[src/rtl/riscv_ctrl_pkg.sv]
`default_nettype none
// ============================================================================
// Module   : riscv_ctrl_pkg
// Brief    : Opcode constants and shared control-path types for RV32I.
// Revision : 1.0
// ============================================================================
package riscv_ctrl_pkg;

    localparam logic [6:0] c_op_load   = 7'b0000011;
    localparam logic [6:0] c_op_store  = 7'b0100011;
    localparam logic [6:0] c_op_rtype  = 7'b0110011;
    localparam logic [6:0] c_op_itype  = 7'b0010011;
    localparam logic [6:0] c_op_branch = 7'b1100011;
    localparam logic [6:0] c_op_jal    = 7'b1101111;
    localparam logic [6:0] c_op_jalr   = 7'b1100111;
    localparam logic [6:0] c_op_lui    = 7'b0110111;
    localparam logic [6:0] c_op_auipc  = 7'b0010111;

    typedef enum logic [2:0] {
        ALU_LDST   = 3'b000,
        ALU_BRANCH = 3'b001,
        ALU_R      = 3'b010,
        ALU_I      = 3'b011,
        ALU_JAL    = 3'b100,
        ALU_JALR   = 3'b101,
        ALU_LUI    = 3'b110,
        ALU_AUIPC  = 3'b111
    } alu_op_t;

    typedef enum logic [1:0] {
        PC_PLUS4  = 2'b00,
        PC_TARGET = 2'b01,
        PC_JALR   = 2'b10
    } pc_src_t;

    typedef enum logic [1:0] {
        WB_ALU = 2'b00,
        WB_MEM = 2'b01,
        WB_PC4 = 2'b10
    } wb_sel_t;

    typedef enum logic [2:0] {
        S_IDLE   = 3'd0,
        S_FETCH  = 3'd1,
        S_DECODE = 3'd2,
        S_EXEC   = 3'd3,
        S_MEM    = 3'd4,
        S_WB     = 3'd5,
        S_TRAP   = 3'd6
    } ctrl_state_t;

    // One-hot instruction class; all-zero means the opcode is not recognised.
    typedef struct packed {
        logic load;
        logic store;
        logic rtype;
        logic itype;
        logic branch;
        logic jal;
        logic jalr;
        logic lui;
        logic auipc;
    } op_class_t;

    function automatic alu_op_t class_to_alu_op(input op_class_t c);
        alu_op_t op;
        op = ALU_LDST;
        if (c.branch)     op = ALU_BRANCH;
        else if (c.rtype) op = ALU_R;
        else if (c.itype) op = ALU_I;
        else if (c.jal)   op = ALU_JAL;
        else if (c.jalr)  op = ALU_JALR;
        else if (c.lui)   op = ALU_LUI;
        else if (c.auipc) op = ALU_AUIPC;
        return op;
    endfunction

endpackage
`default_nettype wire

[src/rtl/opcode_classifier.sv]
`default_nettype none
// ============================================================================
// Module   : opcode_classifier
// Brief    : Combinational RV32I opcode -> one-hot class plus legal flag.
// Revision : 1.0
// ============================================================================
module opcode_classifier
    import riscv_ctrl_pkg::*;
(
    input  logic [6:0] i_opcode,
    output op_class_t  o_class,
    output logic       o_legal
);

    always_comb begin
        o_class = '0;
        case (i_opcode)
            c_op_load:   o_class.load   = 1'b1;
            c_op_store:  o_class.store  = 1'b1;
            c_op_rtype:  o_class.rtype  = 1'b1;
            c_op_itype:  o_class.itype  = 1'b1;
            c_op_branch: o_class.branch = 1'b1;
            c_op_jal:    o_class.jal    = 1'b1;
            c_op_jalr:   o_class.jalr   = 1'b1;
            c_op_lui:    o_class.lui    = 1'b1;
            c_op_auipc:  o_class.auipc  = 1'b1;
            default:     o_class        = '0;
        endcase
    end

    assign o_legal = |o_class;

endmodule
`default_nettype wire

[src/rtl/multicycle_main_controller.sv]
`default_nettype none
// ============================================================================
// Module   : multicycle_main_controller
// Brief    : Multicycle RV32I main control FSM (fetch/decode/exec/mem/wb).
// Revision : 1.0
// ============================================================================
module multicycle_main_controller
    import riscv_ctrl_pkg::*;
#(
    parameter int unsigned TIMEOUT_CYCLES = 255,
    parameter bit          RESET_TO_FETCH = 1'b1
) (
    input  logic        clk,
    input  logic        rst_n,
    input  logic        start,
    input  logic        imem_ack,
    input  logic [31:0] imem_rdata,
    input  logic        dmem_ack,
    input  logic        branch_taken,
    output logic        imem_req,
    output logic        dmem_req,
    output logic        mem_write,
    output logic        ir_write,
    output logic        pc_write,
    output logic [1:0]  pc_src,
    output logic [2:0]  alu_op,
    output logic        branch,
    output logic        alu_src,
    output logic [2:0]  funct3,
    output logic [6:0]  funct7,
    output logic        reg_write,
    output logic [1:0]  wb_sel,
    output logic        illegal,
    output logic        retired
);

    localparam ctrl_state_t c_reset_state  = RESET_TO_FETCH ? S_FETCH : S_IDLE;
    localparam logic [31:0] c_nop          = 32'h0000_0013;
    localparam logic [15:0] c_timeout_last = 16'(TIMEOUT_CYCLES - 1);

    ctrl_state_t r_state;
    ctrl_state_t w_next;
    logic [31:0] r_ir;
    logic [15:0] r_cnt;
    op_class_t   w_class;
    logic        w_legal;
    logic        w_waiting;
    logic        w_ack;
    logic        w_expired;
    logic        w_unused;

    opcode_classifier u_classifier (
        .i_opcode (r_ir[6:0]),
        .o_class  (w_class),
        .o_legal  (w_legal)
    );

    assign w_waiting = (r_state == S_FETCH) || (r_state == S_MEM);
    assign w_ack     = (r_state == S_FETCH) ? imem_ack : dmem_ack;
    // An ack on the terminal-count cycle still wins over the timeout.
    assign w_expired = w_waiting && !w_ack && (r_cnt == c_timeout_last);

    assign funct3   = r_ir[14:12];
    assign funct7   = r_ir[31:25];
    assign w_unused = ^r_ir[24:15];

    always_ff @(posedge clk or negedge rst_n) begin
        if (!rst_n) begin
            r_state <= c_reset_state;
            r_ir    <= c_nop;
            r_cnt   <= '0;
        end else begin
            r_state <= w_next;
            if ((r_state == S_FETCH) && imem_ack) begin
                r_ir <= imem_rdata;
            end
            if (w_next != r_state) begin
                r_cnt <= '0;
            end else if (w_waiting && !w_ack) begin
                r_cnt <= r_cnt + 16'd1;
            end
        end
    end

    always_comb begin
        w_next    = r_state;
        imem_req  = 1'b0;
        dmem_req  = 1'b0;
        mem_write = 1'b0;
        ir_write  = 1'b0;
        pc_write  = 1'b0;
        pc_src    = PC_PLUS4;
        alu_op    = ALU_LDST;
        branch    = 1'b0;
        alu_src   = 1'b0;
        reg_write = 1'b0;
        wb_sel    = WB_ALU;
        illegal   = 1'b0;
        retired   = 1'b0;
        // Outputs are forced low while reset is held so requests drop at once.
        if (rst_n) begin
            case (r_state)
                S_IDLE: begin
                    if (start) w_next = S_FETCH;
                end
                S_FETCH: begin
                    imem_req = 1'b1;
                    if (imem_ack) begin
                        ir_write = 1'b1;
                        pc_write = 1'b1;
                        w_next   = S_DECODE;
                    end else if (w_expired) begin
                        w_next = S_TRAP;
                    end
                end
                S_DECODE: begin
                    w_next = w_legal ? S_EXEC : S_TRAP;
                end
                S_EXEC: begin
                    alu_op  = class_to_alu_op(w_class);
                    branch  = w_class.branch;
                    alu_src = w_class.load | w_class.store | w_class.itype | w_class.jalr;
                    if (w_class.branch) begin
                        pc_write = branch_taken;
                        pc_src   = PC_TARGET;
                        retired  = 1'b1;
                        w_next   = S_FETCH;
                    end else if (w_class.jal) begin
                        pc_write = 1'b1;
                        pc_src   = PC_TARGET;
                        w_next   = S_WB;
                    end else if (w_class.jalr) begin
                        pc_write = 1'b1;
                        pc_src   = PC_JALR;
                        w_next   = S_WB;
                    end else if (w_class.load || w_class.store) begin
                        w_next = S_MEM;
                    end else begin
                        w_next = S_WB;
                    end
                end
                S_MEM: begin
                    dmem_req  = 1'b1;
                    alu_src   = 1'b1;
                    mem_write = w_class.store;
                    if (dmem_ack) begin
                        if (w_class.store) begin
                            retired = 1'b1;
                            w_next  = S_FETCH;
                        end else begin
                            w_next = S_WB;
                        end
                    end else if (w_expired) begin
                        w_next = S_TRAP;
                    end
                end
                S_WB: begin
                    reg_write = |r_ir[11:7];
                    if (w_class.load)                    wb_sel = WB_MEM;
                    else if (w_class.jal || w_class.jalr) wb_sel = WB_PC4;
                    retired = 1'b1;
                    w_next  = S_FETCH;
                end
                S_TRAP: begin
                    illegal = 1'b1;
                end
                default: begin
                    w_next = c_reset_state;
                end
            endcase
        end
    end

endmodule
`default_nettype wire

[config.mk]
export PLATFORM = sky130hd
export DESIGN_NAME = multicycle_main_controller
export DESIGN_NICKNAME = d
export VERILOG_FILES = /design/src/rtl/riscv_ctrl_pkg.sv /design/src/rtl/opcode_classifier.sv /design/src/rtl/multicycle_main_controller.sv
export SDC_FILE = /design/constraint.sdc
export NUM_CORES = 1
export LEC_CHECK = 0
export CORE_ASPECT_RATIO = 0.8
export CORE_MARGIN = 2
export CORE_UTILIZATION = 44
export CTS_CLUSTER_DIAMETER = 60
export DETAILED_ROUTE_END_ITERATION = 6
export PLACE_DENSITY = 0.72
export SYNTH_ARGS = -nofsm -noshare
export SYNTH_HDL_FRONTEND = slang
export SYNTH_HIERARCHICAL = 1
export SYNTH_SLANG_ARGS = --single-unit
[constraint.sdc]
create_clock -name clk -period 2.35 [get_ports clk]
set_input_delay 0.47 -clock clk [delete_from_list [all_inputs] [get_ports clk]]
set_output_delay 0.47 -clock clk [all_outputs]
set_load 0.02 [all_outputs]
==> results.cfg <==
[clock_network]
clk_path_buf_depth = 2
worstSkewPairLatency_ps = 300
htree_levels = 2
numCtsBuffers = 5
cts_root_buffer = clkbuf_8
cts_tree = built
clkSinkCount = 41
cts-hold-fix-buffers = 0
cts.clk_slew.worst_paths_ps = 80

[setup_path]
crit_end = r_cnt[14]
rr_startpoint = r_ir[4]
reg2reg_depth = 9
crit_required_ps = 2590
crit_path_end_kind = flop
slowest_delay_ps = 550
cp_slowest_cell = dfstp_2
start_kind = flop
path_max_fanout = 7
crit_type = reg2reg
crit_path_start = r_ir[4]
regToRegSetupSlack_ps = -200
path_cells = and2b_2, buf_6, nor3b_4, and3b_1, or3b_4, a2111oi_4, a21boi_4, clkbuf_16, nor2_4
r2r-end = r_cnt[14]
cp.arrival_ps = 2790

[synthesis]
syn_inst = 248
yosysWarnings = 6
synth-edff-count = 0
async_flop_share_pct = 100.0
ys.flop_type = dfrtp_1
syn_area_sq_mm = 0.002496
synth_cell_types = 56
synth-seq-cells = 41
avgSynthCellArea_sq_um = 10.07
synth_seq_area_share_pct = 41.30
syn_nets = 288

[power]
ir_worst_vdd_mv = 0.6946
pwr-share-clk_pct = 15.7
p_per_area_mw_per_mm2 = 1015
leakagePower_nw = 1.477
p_sw_share_pct = 37.94
power.total_mw = 3.699
power.internal_mw = 2.295
p_sw_mw = 1.403
pwr-share-comb_pct = 53.7
power_frac_seq_pct = 30.6

[detailed_routing]
viasPerCell = 5.161
firstDrtPassIters = 4
drc = 0
ant_nets = 0
wl_per_cell_um = 14.91
num_vias = 2116
drt_iter0_drc = 69
routed_wirelength_um = 6113

[cells_and_area]
drive_gt1_share_pct = 41.57
num_antenna_cells = 0
most-common-layout-cells = buf_4 (43), clkdlybuf4s50_1 (37), dfrtp_1 (37)
fin_util_pct = 66.69
fin_area_sq_mm = 0.003645
final_cell_count_no_fill = 410
area_delta_synth_final_pct = 46.02
num-fill-cells = 447
nNetsFinal = 371
layout_commonest_cell = buf_4

[timing]
skew_ps = 6.548
hold_violations = 0
period_share_pct = 108.7
slew_violations = 0
tns_ps = -4106
fmax_ghz = 0.3914
setup_violations = 28
grt_setup_unrepaired = yes
worst_pin_slew_ps = 535.8
fin_crit_ps = 2555
fin_ws_ps = -204.9
slew_headroom_pct = 64.28

[outcome]
violations = negative setup slack
status = complete, but fails checks

[floorplanning]
dieArea_sq_mm = 0.006295
ioPinCount = 65
die_w_um = 88.21
die_y_um = 71.37
initial_utilization_pct = 45.67
core_sq_mm = 0.005465
row_count = 24

[global_routing]
grt_pass1_vias = 2113
grt.met2_usage_pct = 31.08
busiest_layer = met2
grt_use_met3_pct = 6.221
grt_overflow = 0
met1_usage_pct = 27.19
grt_pass1_wl_um = 9825
antenna_found_initial = 0
grt_max_degree = 42
track_usage_pct = 20.02

[min_path]
worstHoldPathType = in2async

[placement]
dpl.hpwl_um = 4252
dpl.cell_count = 397
dpl_cell_area_sq_mm = 0.003304
portBuffers = 54
place_congestion = 0.7745

[run]
drv_cap = 0
-- synthesized netlist by cell type, types with 3 or more instances --
library cell	instances	area, sq um
nor2_2	10	62.56
buf_4	10	75.07
a21oi_1	6	30.03
buf_2	4	20.02
dfstp_2	4	105.1
xor2_1	13	113.9
or3b_1	3	26.28
clkbuf_1	4	15.01
nor2b_1	4	25.02
nand4_1	4	25.02
nand3_1	9	45.04
nand2b_1	3	18.77
mux2i_1	3	30.03
dfrtp_1	37	925.9
nor3_1	9	45.04
nor2_1	24	90.09
mux2_2	22	247.7
o21ai_0	5	25.02
inv_1	6	22.52
nand2_1	20	75.07
-- power by group through the flow --
stage          combinational [mW]  clock [mW]  sequential [mW]
6_report                     1.98       0.582             1.13
5_1_grt                      2.13       0.619             1.17
4_1_cts                      1.85       0.594             1.13
3_5_place_dp                 1.77           0             1.14
3_3_place_gp                 1.73           0             1.12
2_1_floorplan                1.16           0             1.12
-- through the flow --
stage               hold slack, ps  setup slack [ps]
floorplan                    174.4             15.70
global placement             427.2            -294.2
detailed placement           428.3            -338.1
CTS                          105.6            -189.0
global route                 108.1            -313.2
finish                       100.3            -204.9
-- worst max-delay path: cells and delay by family, from the launching register on --
kind | cells | cell delay, ps
buffers and inverters | 2 | 340
DFF | 1 | 550
AOI/OAI and AO/OA | 2 | 540
and+or+nand+nor | 5 | 1070
-- routing by layer --
layer  share of wire [%]  wire length (um)  vias up
met5                   0                 0        -
met4                 1.6                95        0
met3                 6.2               379        8
met2                  47              2848       56
met1                  46              2789     1026
li1                    -                 -     1026
-- state kept, by name (all words and copies together), names as in the netlist --
signal	flops
r_state	3
r_cnt	16
r_ir	22
-- logic make-up after synthesis --
logic type / count (synthesis) / share of synthesized area [%]
adders and majority gates: 2 / 1.002
xor gates and xnor gates: 15 / 5.263
buffers and inverters: 26 / 6.215
and+or+nand+nor: 107 / 24.36
DFF: 41 / 41.30
muxes: 25 / 11.13
AOI/OAI and AO/OA: 32 / 10.73
-- how the worst min path moves through the flow --
stage | endpoint | cells past startpoint | start | slack, ps
after CTS | r_state[2] | 2 | rst_n | 110
after floorplan | r_cnt[0] | 0 | rst_n | 170
after global routing | r_state[2] | 2 | rst_n | 110
after detailed placement | r_state[2] | 2 | rst_n | 430
after global placement | r_state[2] | 2 | rst_n | 430
final | r_state[2] | 2 | rst_n | 100
-- what timing repair did --
action	in CTS	in global routing
buffers inserted	3	1
resized for setup	86	30
cloned	0	1
pin swaps	7	19
setup endpoints to repair	32	32
-- cell type report --
class	count	area, sq um	area share (%)
inverter	6	22.52	0.6179
timing repair buffer	96	877.1	24.06
clock buffer	6	72.57	1.991
tap	78	97.59	2.678
clock inverter	2	38.79	1.064
multi-input combinational	181	1505	41.30
sequential	41	1031	28.29
No activity file was read; power rests on OpenSTA's default activity.
